===== config.mk =====
export PLATFORM = sky130hd
export DESIGN_NAME = arbitro_memoria
export DESIGN_NICKNAME = d
export VERILOG_FILES = /design/src/rtl/paquete_ciscud.sv /design/src/rtl/selector_turno.sv /design/src/rtl/arbitro_memoria.sv
export SDC_FILE = /design/constraint.sdc
export NUM_CORES = 1
export LEC_CHECK = 0
export CAP_MARGIN = 5
export CORE_UTILIZATION = 35
export CTS_CLUSTER_DIAMETER = 200
export DETAILED_ROUTE_END_ITERATION = 8
export GPL_ROUTABILITY_DRIVEN = 0
export PLACE_DENSITY = 0.82
export SYNTH_ARGS = -nofsm -noshare
export SYNTH_HDL_FRONTEND = slang
export SYNTH_SLANG_ARGS = --single-unit

===== constraint.sdc =====
create_clock -name Reloj -period 2.76 [get_ports Reloj]
set_clock_uncertainty 0.15 [all_clocks]
set_input_delay 0.552 -clock Reloj [delete_from_list [all_inputs] [get_ports Reloj]]
set_output_delay 0.552 -clock Reloj [all_outputs]
set_load 0.02 [all_outputs]

===== src/rtl/paquete_ciscud.sv =====
// Shared definitions for the ciscud memory path: widths, address limit,
// sequencer states and requester identifiers.
package paquete_ciscud;

  localparam int unsigned ANCHO_DATO = 16;
  localparam int unsigned ANCHO_DIR  = 16;
  localparam logic [15:0] DIR_MAX    = 16'h000F;

  typedef enum logic [2:0] {
    LIBRE   = 3'd0,
    EMITIR  = 3'd1,
    ESPERA  = 3'd2,
    FIN     = 3'd3,
    RECHAZO = 3'd4
  } estado_t;

  localparam logic REQ_BUSQUEDA = 1'b0;
  localparam logic REQ_DATOS    = 1'b1;

endpackage


===== src/rtl/selector_turno.sv =====
// Two-input round-robin grant: on a tie the priority holder wins, and on
// advance the priority moves to the requester that was not just served.
module selector_turno
  import paquete_ciscud::*;
(
  input  logic       clk_i,
  input  logic       rst_i,
  input  logic [1:0] pedir_i,
  input  logic       avanzar_i,
  input  logic       servido_i,
  output logic       concedido_o,
  output logic       hay_pedido_o
);

  logic prioridad_q, prioridad_d;

  always_ff @(posedge clk_i or posedge rst_i) begin
    if (rst_i) prioridad_q <= REQ_BUSQUEDA;
    else       prioridad_q <= prioridad_d;
  end

  always_comb begin
    prioridad_d = prioridad_q;
    if (avanzar_i) prioridad_d = ~servido_i;
  end

  always_comb begin
    hay_pedido_o = |pedir_i;
    if (&pedir_i)        concedido_o = prioridad_q;
    else if (pedir_i[1]) concedido_o = REQ_DATOS;
    else                 concedido_o = REQ_BUSQUEDA;
  end

endmodule


===== src/rtl/arbitro_memoria.sv =====
// Arbiter and sequencer between instruction fetch and the execute unit for
// the shared 16x16 memory; every output, memory pins included, is a register.
module arbitro_memoria
  import paquete_ciscud::*;
#(
  parameter int unsigned          ANCHO_DATO = paquete_ciscud::ANCHO_DATO,
  parameter int unsigned          ANCHO_DIR  = paquete_ciscud::ANCHO_DIR,
  parameter logic [ANCHO_DIR-1:0] DIR_MAX    = paquete_ciscud::DIR_MAX
) (
  input  logic                  Reloj,
  input  logic                  Reiniciar,
  input  logic                  Pedir0,
  input  logic [ANCHO_DIR-1:0]  Dir0,
  output logic                  Listo0,
  output logic [ANCHO_DATO-1:0] Dato0,
  output logic                  Error0,
  input  logic                  Pedir1,
  input  logic                  Escribir1,
  input  logic [ANCHO_DIR-1:0]  Dir1,
  input  logic [ANCHO_DATO-1:0] DatoEsc1,
  output logic                  Listo1,
  output logic [ANCHO_DATO-1:0] Dato1,
  output logic                  Error1,
  output logic [ANCHO_DIR-1:0]  MemDireccion,
  output logic [ANCHO_DATO-1:0] MemEntrada,
  output logic                  MemHabilitarEscritura,
  output logic                  MemHabilitarSalida,
  input  logic [ANCHO_DATO-1:0] MemSalida,
  output logic                  Ocupado
);

  estado_t estado_q, estado_d;

  logic                  concedido, hay_pedido, avanzar;
  logic [ANCHO_DIR-1:0]  dir_sel;
  logic                  dir_valida, escritura_sel;

  logic                  turno_q, turno_d;
  logic [ANCHO_DIR-1:0]  mem_dir_q, mem_dir_d;
  logic [ANCHO_DATO-1:0] mem_ent_q, mem_ent_d;
  logic                  mem_we_q, mem_we_d, mem_oe_q, mem_oe_d;
  logic                  listo0_q, listo0_d, listo1_q, listo1_d;
  logic                  error0_q, error0_d, error1_q, error1_d;
  logic [ANCHO_DATO-1:0] dato0_q, dato0_d, dato1_q, dato1_d;
  logic                  ocupado_q, ocupado_d;

  selector_turno u_selector (
    .clk_i        (Reloj),
    .rst_i        (Reiniciar),
    .pedir_i      ({Pedir1, Pedir0}),
    .avanzar_i    (avanzar),
    .servido_i    (turno_q),
    .concedido_o  (concedido),
    .hay_pedido_o (hay_pedido)
  );

  assign dir_sel       = (concedido == REQ_DATOS) ? Dir1 : Dir0;
  assign dir_valida    = (dir_sel <= DIR_MAX);
  assign escritura_sel = (concedido == REQ_DATOS) && Escribir1;

  always_ff @(posedge Reloj or posedge Reiniciar) begin
    if (Reiniciar) estado_q <= LIBRE;
    else           estado_q <= estado_d;
  end

  always_comb begin
    estado_d = estado_q;
    unique case (estado_q)
      LIBRE:        if (hay_pedido) estado_d = dir_valida ? EMITIR : RECHAZO;
      EMITIR:       estado_d = mem_we_q ? FIN : ESPERA;
      ESPERA:       estado_d = FIN;
      FIN, RECHAZO: estado_d = LIBRE;
      default:      estado_d = LIBRE;
    endcase
  end

  // Listo/Error are raised on the edge that enters FIN or RECHAZO so they
  // are visible for exactly the one cycle spent there.
  always_comb begin
    turno_d   = turno_q;
    mem_dir_d = mem_dir_q;
    mem_ent_d = mem_ent_q;
    mem_we_d  = 1'b0;
    mem_oe_d  = 1'b0;
    listo0_d  = 1'b0;
    listo1_d  = 1'b0;
    error0_d  = 1'b0;
    error1_d  = 1'b0;
    dato0_d   = dato0_q;
    dato1_d   = dato1_q;
    avanzar   = 1'b0;
    ocupado_d = (estado_d != LIBRE);
    unique case (estado_q)
      LIBRE: begin
        if (hay_pedido) begin
          turno_d = concedido;
          if (dir_valida) begin
            mem_dir_d = dir_sel;
            mem_ent_d = escritura_sel ? DatoEsc1 : '0;
            mem_we_d  = escritura_sel;
            mem_oe_d  = ~escritura_sel;
          end else if (concedido == REQ_DATOS) begin
            listo1_d = 1'b1;
            error1_d = 1'b1;
          end else begin
            listo0_d = 1'b1;
            error0_d = 1'b1;
          end
        end
      end
      EMITIR: begin
        if (mem_we_q) begin
          if (turno_q == REQ_DATOS) listo1_d = 1'b1;
          else                      listo0_d = 1'b1;
        end
      end
      ESPERA: begin
        if (turno_q == REQ_DATOS) begin
          dato1_d  = MemSalida;
          listo1_d = 1'b1;
        end else begin
          dato0_d  = MemSalida;
          listo0_d = 1'b1;
        end
      end
      FIN, RECHAZO: avanzar = 1'b1;
      default: ;
    endcase
  end

  always_ff @(posedge Reloj or posedge Reiniciar) begin
    if (Reiniciar) begin
      turno_q   <= REQ_BUSQUEDA;
      mem_dir_q <= '0;
      mem_ent_q <= '0;
      mem_we_q  <= 1'b0;
      mem_oe_q  <= 1'b0;
      listo0_q  <= 1'b0;
      listo1_q  <= 1'b0;
      error0_q  <= 1'b0;
      error1_q  <= 1'b0;
      dato0_q   <= '0;
      dato1_q   <= '0;
      ocupado_q <= 1'b0;
    end else begin
      turno_q   <= turno_d;
      mem_dir_q <= mem_dir_d;
      mem_ent_q <= mem_ent_d;
      mem_we_q  <= mem_we_d;
      mem_oe_q  <= mem_oe_d;
      listo0_q  <= listo0_d;
      listo1_q  <= listo1_d;
      error0_q  <= error0_d;
      error1_q  <= error1_d;
      dato0_q   <= dato0_d;
      dato1_q   <= dato1_d;
      ocupado_q <= ocupado_d;
    end
  end

  assign Listo0                = listo0_q;
  assign Dato0                 = dato0_q;
  assign Error0                = error0_q;
  assign Listo1                = listo1_q;
  assign Dato1                 = dato1_q;
  assign Error1                = error1_q;
  assign MemDireccion          = mem_dir_q;
  assign MemEntrada            = mem_ent_q;
  assign MemHabilitarEscritura = mem_we_q;
  assign MemHabilitarSalida    = mem_oe_q;
  assign Ocupado               = ocupado_q;

endmodule


==> metrics.cfg <==
[sta]
number_of_hold_slack_violations_in_the_final_timing_report = 0
fin_worst_hold_slack_ns = 0.337
max-slew-margin-rel = 0.476
finalWorstSetupSlack_ns = 0.398
post-route-period-util = 0.856
setup_viol_count_final = 0
period_minus_slack_ns = 2.36
rsz0062_at_grt = false
worst-slew-pin-transition_ns = 0.785
fmax_mhz = 423
finalMaxSlewViolations = 0

[synthesis]
yosysMostFrequentCell = sky130_fd_sc_hd__dfrtp_1
synth_edf_count = 0
post_synth_fa_ha_maj_area_fraction = 0
cell_area_synth_um2 = 3040
synthArstFlopShare = 1.00
synth_cells = 233
synth_top_family_by_area = multiplexers
post_synth_and_or_nand_nor_area_fraction = 0.108
synth_fp_nets = 302
synthDistinctLibCells = 30
synth_xor_area_frac = 0.00289
yosys.area.top_type = sky130_fd_sc_hd__dfrtp_1
muxShareOfSynthArea = 0.190
netlist_top_cells_area = sky130_fd_sc_hd__dfrtp_1, sky130_fd_sc_hd__mux2_2, sky130_fd_sc_hd__mux2i_1
postSynthRegisterBits = 76
proportion_of_synthesized_chip_area_in_sequential_cells = 0.627
synth-compound-area-share = 0.0256
ys.flop_type = sky130_fd_sc_hd__dfrtp_1
yosys_warnings = 0
yosys.area.top_type_share = 0.627
synth_common_cells = sky130_fd_sc_hd__dfrtp_1, sky130_fd_sc_hd__mux2_2, sky130_fd_sc_hd__nand2_1
avgSynthCellArea_um2 = 13.0

[drt]
detail_route.wirelength_um = 6830
drt.antenna.violating_nets = 0
met3_length_um = 540
met1_length_um = 2910
met2_layer_wire_length_in_the_routed_design_um = 3250
dr.first_iter.drc_count = 50
drcViolationCount = 0
avg_wl_per_cell_um = 13.9
via_per_inst = 4.53
drt_pass1_iterations = 4
highest_layer = met4
vias = 2222

[placed_design]
post-dp-hpwl_um = 5080
port_buffers = 139
postPlaceCellArea_um2 = 4560
place_worst_setup_slack_ns = -0.0256
placed_cell_count = 475

[global_route]
antenna_found_initial = 0
first_global_vias = 2317
globalRoute.totalOverflow = 0
groute.usage.overall = 0.160
global_route_wire_length_before_repair_um = 10900
grt_max_degree = 77

[critical_path]
ff2ff_path_depth = 6
regToRegEndpoint = MemEntrada[13]
timing.rr.start = u_selector.prioridad_q
critPathRequiredTime_ns = 2.87
critical_path.endpoint = MemEntrada[13]
critical_path.max_fanout = 30
timing.critical_path.to_type = flip-flop
register_to_register_setup_slack_ns = 0.69
critical_path.startpoint = Pedir0
cp.arrival_ns = 2.47
worst-setup-path-type = in -> reg
kind_of_launch_point_of_the_worst_setup_path = input pin

[clock_network]
cts-buffers-inserted = 9
numClockSinks = 76
clkTransAtPathRegs_ns = 0.07
clockBufferDepth = 2
hold_buffers = 0
cts_setup_buffers = 0
clock_insertion_delay_worst_skew_ns = 0.34
post_cts_resized = 0
cts_max_level = 3
buffer_type_at_the_clock_tree_root = sky130_fd_sc_hd__clkbuf_8
cts_tree = built

[power_and_ir_drop]
leakagePower_nw = 2.29
power.sequential.fraction = 0.419
power.share.clock = 0.260
switching_power_w = 0.00102
power.switching_fraction = 0.295
power_frac_comb = 0.321
power_density_nw_per_um2 = 724
vdd.ir_drop.worst_v = 0.000297
internal_power_w = 0.00244

[status]
run_status = completed

[cells_and_area]
post_synthesis_to_final_layout_area_growth_pct = 57.2
antenna_cells_inserted = 0
fill_cells = 699
fin_area_um2 = 4770
sequential_cell_area_um2 = 1900
layout-drive-gt1-share = 0.164
multi_input_area_um2 = 990
instances_no_fill = 490
finalNetCount = 450

[floorplanning]
initial_core_util = 0.366
ioPinCount = 140
fp-row-count = 33
core_area_um2 = 8300
die_area_um2 = 9050
die_w_um = 95.1
chipHeight_um = 95.1

[hold_path]
hp-class = reg -> reg

[flow_run]
drv.max_cap_violation_count = 0

layout by cell type, fill, tap and decap left out, drive strengths merged, types with 2 or more instances in the layout:
master,n
o21ai,5
nor4,6
nor2b,2
dfrtp,76
clkbuf,9
and2,13
nand2,30
nor3,2
clkinv,3
mux2,36
and4,2
mux2i,17
nor2,4
inv,21
bufinv,2
clkdlybuf4s50,139
buf,7
nor3b,2
logic make-up after synthesis:
logic type | count (synthesis)
buf+inv | 30
simple gates | 63
xor+xnor | 1
mux | 53
compound gates | 10
flops | 76
worst min-delay path by stage:
stage,slack [ns],from,end,cells after the start
final,0.34,MemDireccion[14],MemDireccion[14],1
after detailed placement,0.32,MemDireccion[9],MemDireccion[9],1
after floorplan,0.31,estado_q[2],estado_q[1],1
after global placement,0.32,MemDireccion[5],MemDireccion[5],1
after CTS,0.34,MemDireccion[10],MemDireccion[10],1
after global routing,0.36,MemDireccion[15],MemDireccion[15],1
metal layers:
layer | global-route usage | vias up
li1 | - | 1064
met1 | 0.198 | 1058
met2 | 0.261 | 86
met3 | 0.0455 | 14
met4 | 0.0669 | 0
met5 | 0 | -
state kept, by name, summed over array words and instances (netlist names):
name / flops
Dato0: 16
Dato1: 16
MemDireccion: 16
MemEntrada: 16
estado_q: 3
Error0: 1
Error1: 1
Listo0: 1
Listo1: 1
MemHabilitarEscritura: 1
MemHabilitarSalida: 1
Ocupado: 1
turno_q: 1
u_selector.prioridad_q: 1
cell type report:
class / count / share of cell area
sequential: 76 / 0.399
timing repair buffer: 146 / 0.305
multi-input combinational: 127 / 0.207
tap: 105 / 0.0275
clock buffer: 9 / 0.0260
clock inverter: 6 / 0.0189
inverter: 21 / 0.0165
power by group through the flow:
stage	Clock [W]	Combinational (W)	Sequential, W
finish	0.000898	0.00111	0.00145
floorplan	0	0.000324	0.00168
global route	0.000982	0.00118	0.00148
global placement	0	0.00109	0.00146
CTS	0.000929	0.00112	0.00145
detailed placement	0	0.00112	0.00148
metrics by stage:
step / util / total power [W] / TNS (ns)
2_1_floorplan: - / 0.00201 / 0
3_3_place_gp: 0.549 / 0.00255 / 0
3_5_place_dp: 0.549 / 0.00260 / -0.0845
4_1_cts: 0.575 / 0.00351 / 0
5_1_grt: 0.575 / 0.00364 / 0
6_report: 0.575 / 0.00346 / 0
worst max-delay path: stages:
cell and delay (ns):
sky130_fd_sc_hd__clkdlybuf4s50_1 0.45, sky130_fd_sc_hd__inv_1 0.09, sky130_fd_sc_hd__o21ai_2 0.06, sky130_fd_sc_hd__and4_1 0.18
sky130_fd_sc_hd__o21bai_4 0.64, sky130_fd_sc_hd__buf_4 0.29, sky130_fd_sc_hd__mux2i_1 0.20
Power figures use the tool's default switching activity.
